==> config.mk <==
export PLATFORM = sky130hd
export DESIGN_NAME = alu_seq_ctrl
export DESIGN_NICKNAME = d
export VERILOG_FILES = /design/src/rtl/alu_seq_ctrl.sv
export SDC_FILE = /design/constraint.sdc
export NUM_CORES = 1
export LEC_CHECK = 0
export ABC_AREA = 1
export CAP_MARGIN = 15
export CORE_MARGIN = 4
export CORE_UTILIZATION = 45
export CTS_CLUSTER_SIZE = 28
export DETAILED_ROUTE_END_ITERATION = 16
export GPL_TIMING_DRIVEN = 0
export PLACE_DENSITY = 0.82
export SLEW_MARGIN = 25
export SYNTH_ARGS = -nofsm -noshare
export SYNTH_HDL_FRONTEND = slang
export SYNTH_SLANG_ARGS = --single-unit
==> constraint.sdc <==
create_clock -name CLK -period 5 [get_ports CLK]
set_clock_uncertainty 0.15 [all_clocks]
set_input_delay 1.25 -clock CLK [delete_from_list [all_inputs] [get_ports CLK]]
set_output_delay 1.25 -clock CLK [all_outputs]
set_load 0.01 [all_outputs]
==> src/rtl/alu_seq_ctrl.sv <==
// Sequencing controller for an external combinational 16-bit ALU: accepts one request,
// drives the ALU for one or two passes, then holds the registered result until it is taken.
module alu_seq_ctrl #(
   parameter int WIDTH = 16
) (
   input  logic             CLK,
   input  logic             Reset,
   input  logic             ReqValid,
   output logic             ReqReady,
   input  logic [2:0]       Op,
   input  logic [WIDTH-1:0] OpA,
   input  logic [WIDTH-1:0] OpB,
   output logic [2:0]       AluCtl,
   output logic [WIDTH-1:0] AluA,
   output logic [WIDTH-1:0] AluB,
   output logic             AluFlip,
   input  logic [WIDTH-1:0] AluOut,
   input  logic             AluZero,
   output logic             RspValid,
   input  logic             RspReady,
   output logic [WIDTH-1:0] Result,
   output logic             ResultZero,
   output logic             Busy,
   output logic [1:0]       DbgState
);

   // Handshakes: a request transfers on a rising edge where ReqValid && ReqReady; a response
   // transfers on a rising edge where RspValid && RspReady. Neither valid depends on its ready.

   typedef enum logic [1:0] {
      IDLE  = 2'd0,
      EXEC1 = 2'd1,
      EXEC2 = 2'd2,
      DONE  = 2'd3
   } state_t;

   localparam logic [2:0] CTL_AND = 3'd0;
   localparam logic [2:0] CTL_OR  = 3'd1;
   localparam logic [2:0] CTL_ADD = 3'd2;
   localparam logic [2:0] CTL_SUB = 3'd6;
   localparam logic [2:0] CTL_SLT = 3'd7;

   localparam logic [2:0] OP_AND     = 3'd0;
   localparam logic [2:0] OP_OR      = 3'd1;
   localparam logic [2:0] OP_ADD     = 3'd2;
   localparam logic [2:0] OP_SUB     = 3'd3;
   localparam logic [2:0] OP_RSUB    = 3'd4;
   localparam logic [2:0] OP_ABSDIFF = 3'd6;

   state_t           state;
   logic [2:0]       op_r;
   logic [WIDTH-1:0] a_r;
   logic [WIDTH-1:0] b_r;
   logic             lt;

   always_ff @(posedge CLK) begin
      if (!Reset) begin
         state      <= IDLE;
         op_r       <= '0;
         a_r        <= '0;
         b_r        <= '0;
         lt         <= 1'b0;
         Result     <= '0;
         ResultZero <= 1'b0;
      end else begin
         case (state)
            IDLE: begin
               if (ReqValid) begin
                  op_r  <= Op;
                  a_r   <= OpA;
                  b_r   <= OpB;
                  state <= EXEC1;
               end
            end
            EXEC1: begin
               // ABSDIFF and MAX need the A<B comparison before the final pass
               if (op_r >= OP_ABSDIFF) begin
                  lt    <= AluOut[0];
                  state <= EXEC2;
               end else begin
                  Result     <= AluOut;
                  ResultZero <= AluZero;
                  state      <= DONE;
               end
            end
            EXEC2: begin
               Result     <= AluOut;
               ResultZero <= AluZero;
               state      <= DONE;
            end
            DONE: begin
               if (RspReady) state <= IDLE;
            end
            default: state <= IDLE;
         endcase
      end
   end

   always_comb begin
      AluCtl  = CTL_AND;
      AluA    = '0;
      AluB    = '0;
      AluFlip = 1'b0;
      if (Reset) begin
         case (state)
            EXEC1: begin
               AluA = a_r;
               AluB = b_r;
               case (op_r)
                  OP_AND:  AluCtl = CTL_AND;
                  OP_OR:   AluCtl = CTL_OR;
                  OP_ADD:  AluCtl = CTL_ADD;
                  OP_SUB:  AluCtl = CTL_SUB;
                  OP_RSUB: begin
                     AluCtl  = CTL_SUB;
                     AluFlip = 1'b1;
                  end
                  default: AluCtl = CTL_SLT;
               endcase
            end
            EXEC2: begin
               if (op_r == OP_ABSDIFF) begin
                  AluCtl  = CTL_SUB;
                  AluA    = a_r;
                  AluB    = b_r;
                  AluFlip = lt;
               end else begin
                  // MAX: pass the larger operand through OR with zero
                  AluCtl = CTL_OR;
                  AluA   = lt ? b_r : a_r;
               end
            end
            default: ;
         endcase
      end
   end

   assign ReqReady = Reset && (state == IDLE);
   assign RspValid = (state == DONE);
   assign Busy     = (state != IDLE);
   assign DbgState = state;

endmodule

==> flow_summary_export.csv, run 1 <==
group,metric,value,unit
run_status,status,"complete, no violations",
die,core_area,6390,sq um
synthesis,yosysTopAreaCellShare,37.1,%
clock_network,postCtsSetupRepairBufs,0,
layout,nets,649,
route,dr.first_iter.drc_count,238,
global_routing,grt_overflow,0,
global_routing,grt_pass1_vias,3294,
layout,n_antenna_cell,0,
route,viasPerCell,5.09,
synthesis,synth_ff_type,"dfxtp_1",
layout,fillers,582,
clock_network,ctsRootBufferMaster,"clkbuf_8",
die,io_pins,114,
synthesis,syn_nets,529,
critical_path,critPathSlowestCell,"clkdlybuf4s50_1",
global_routing,antenna_found_initial,0,
critical_path,cpPeakStageDelay,0.53,ns
synthesis,synth_seq_cells,55,
synthesis,syn_area,2970,sq um
timing,maxSlewViolCount,0,
route,via_count,3390,
layout,multiInputGateArea,1640,sq um
timing,worstMarginPinSlew,0.490,ns
die,die_width,89.3,microns
route,first_pass_iters,5,
layout,drive_gt1_share,10.2,%
layout,area_delta_synth_final,44.6,%
synthesis,synthArstFlopShare,0,%
critical_path,crit_chain,"clkdlybuf4s50_1 > nand2_1 > inv_2 > buf_2 > nand3_1 > nand2_1 > clkdlybuf4s50_1",
global_routing,top_usage_layer,"met2",
route,wl,9140,microns
global_routing,use_met3,7.37,%
timing,setup_ws,0.401,ns
global_routing,grt_use_met1,28.0,%
global_routing,grt_max_degree,20,
synthesis,ys_seq_area_share,37.1,%
route,drc_errors,0,
synthesis,avgSynthCellArea,6.35,sq um
timing,max_freq,217,MHz
layout,ff_latch_area,1100,sq um
timing,whs,0.365,ns
die,rows,29,
die,die_area,7970,sq um
flow_run,max_cap_viol_count,0,
power,ir_drop,0.000282,V
clock_network,clock-sinks,55,
clock_network,h-tree-depth,2,
global_routing,grt_pass1_wl,14800,microns
synthesis,synth_edf_count,0,
route,drtAntennaViolNets,0,
timing,period_share,92.0,%
critical_path,path_class,"input pin to output pin",
place,place_ws,0.416,ns
die,initial_utilization,46.5,%
global_routing,gr-usage-all-layers,23.6,%
synthesis,yosysUniqueCellTypes,26,
timing,final_hold_viol_count,0,
timing,setup-tns-final,0,ns
timing,rsz0062_at_grt,"false",
timing,slew-limit-headroom,67.3,%
synthesis,synth_area_leaders,"dfxtp_1 (37%), nand2_1 (19%), nor2_1 (15%)",
timing,fin_crit,4.60,ns
power,power_density,434,nW/um^2
clock_network,clock_latency,0.32,ns
synthesis,yosysMostFrequentCell,"nand2_1",
clock_network,ctsResizeCount,0,
critical_path,arrival,3.20,ns
synthesis,yosys_warnings,0,
min_path,min_path_type,"flip-flop to flip-flop",
synthesis,synth_commonest_cells,"nand2_1 (149), nor2_1 (115), dfxtp_1 (55)",
power,p_leak,1.77,nW
die,die-height,89.3,microns
place,dpl.hpwl,6940,microns
clock_network,ctsLongestPathBuffers,2,
critical_path,critical_path_required,3.60,ns
timing,finalSetupViolCount,0,
clock_network,numCtsBuffers,5,
place,gp_congestion,0.851,
critical_path,critPathCaptureType,"output pin",
clock_network,tritoncts,"yes",
synthesis,yosysTopAreaCell,"dfxtp_1",
global_routing,gr-usage-met2,40.7,%
route,wl_per_cell,13.7,microns
synthesis,synthCells,468,
clock_network,clk_pin_slew_worst_paths,0.11,ns
clock_network,cts_hold_buf,0,
critical_path,critPathLaunchType,"input pin",
critical_path,cp_max_fo,10,
place,port_buffers,113,
## registers in the layout (all words and copies together), names as in the netlist
signal / flops
ResultZero: 1
Result: 16
b_r: 16
op_r: 3
lt: 1
DbgState: 2
a_r: 16
## power by group
group / switching, mW / internal (mW)
Combinational: 0.528 / 0.382
Clock: 0.166 / 0.104
Sequential: 0.112 / 0.575
Total: 0.805 / 1.06
## routing by layer
metal	part of all wire [%]	routed length (microns)
met1	41	3720
met3	9.9	903
met2	47	4330
met5	0	0
met4	2.0	187
## path summary, 6_finish.rpt
check,start,to,slack [ns],cells past startpoint
max,Reset,AluA[15],0.40,7
min,Result[15]$_SDFFE_PN0P_,Result[15]$_SDFFE_PN0P_,0.36,2
max reg2reg,DbgState[0]$_SDFFE_PN0P_,op_r[2]$_SDFFE_PN0P_,3.08,7
min reg2reg,Result[15]$_SDFFE_PN0P_,Result[15]$_SDFFE_PN0P_,0.36,2
## through the flow
| step | power [mW] | std cells | utilization [%] | area [sq um] |
|---|---|---|---|---|
| detailed placement | 1.60 | 658 | 65.8 | 4200 |
| finish | 1.87 | 666 | 67.3 | 4300 |
| floorplan | 1.25 | 468 | - | 2970 |
| global placement | 1.57 | 658 | 65.8 | 4200 |
| global route | 2.01 | 666 | 67.3 | 4300 |
| CTS | 1.87 | 666 | 67.3 | 4300 |
## cell families after synthesis
kind of cell	after synthesis	share of synthesized area [%]
compound gates	78	14.8
fa+ha+maj	5	2.11
buf+inv	43	7.62
flops	55	37.1
simple gates	287	38.4
## critical path: cells and delay by family
family | cells | cell delay, ns
and+or+nand+nor | 3 | 0.45
buffers and inverters | 4 | 1.51
## cells in the final DEF (no fill, tap or decap), types with 2 or more instances in the layout
master / Yosys / routed
nand2_1: 149 / 149
nor2_1: 115 / 115
clkdlybuf4s50_1: 0 / 113
dfxtp_1: 55 / 55
o21ai_0: 40 / 40
o21ai_1: 15 / 15
buf_2: 11 / 11
a21oi_1: 11 / 11
nor2_2: 10 / 10
a21oi_2: 9 / 9
inv_1: 8 / 8
clkbuf_1: 8 / 8
nand3_1: 6 / 6
buf_6: 5 / 5
inv_2: 5 / 5
ha_1: 5 / 5
clkbuf_8: 0 / 5
nand2_2: 4 / 4
buf_4: 3 / 3
clkinv_4: 0 / 2
## layout make-up
type | instances | share of cell area, %
Clock buffer | 5 | 1.60
Timing Repair Buffer | 113 | 26.3
Buffer | 28 | 3.90
Multi-Input combinational cell | 370 | 38.3
Sequential cell | 55 | 25.6
Inverter | 15 | 1.37
Tap cell | 77 | 2.24
Clock inverter | 3 | 0.670
No activity file was read; power rests on OpenSTA's default activity.
==> run 2: changes to the inputs <==
--- a/config.mk
+++ b/config.mk
@@ -12,8 +12,11 @@
 export CTS_CLUSTER_SIZE = 28
 export DETAILED_ROUTE_END_ITERATION = 16
 export GPL_TIMING_DRIVEN = 0
+export HOLD_SLACK_MARGIN = 0.1
 export PLACE_DENSITY = 0.82
+export SKIP_LAST_GASP = 1
 export SLEW_MARGIN = 25
 export SYNTH_ARGS = -nofsm -noshare
 export SYNTH_HDL_FRONTEND = slang
 export SYNTH_SLANG_ARGS = --single-unit
+export TNS_END_PERCENT = 50
==> results of run 2 <==
No change in the layout: final DEF, timing and power equal those of run 1.
==> run 3: changes to the inputs <==
--- a/config.mk
+++ b/config.mk
@@ -15,7 +15,6 @@
 export HOLD_SLACK_MARGIN = 0.1
 export PLACE_DENSITY = 0.82
 export SKIP_LAST_GASP = 1
-export SLEW_MARGIN = 25
 export SYNTH_ARGS = -nofsm -noshare
 export SYNTH_HDL_FRONTEND = slang
 export SYNTH_SLANG_ARGS = --single-unit
==> results of run 3 <==
No change in the layout: final DEF, timing and power equal those of run 1.
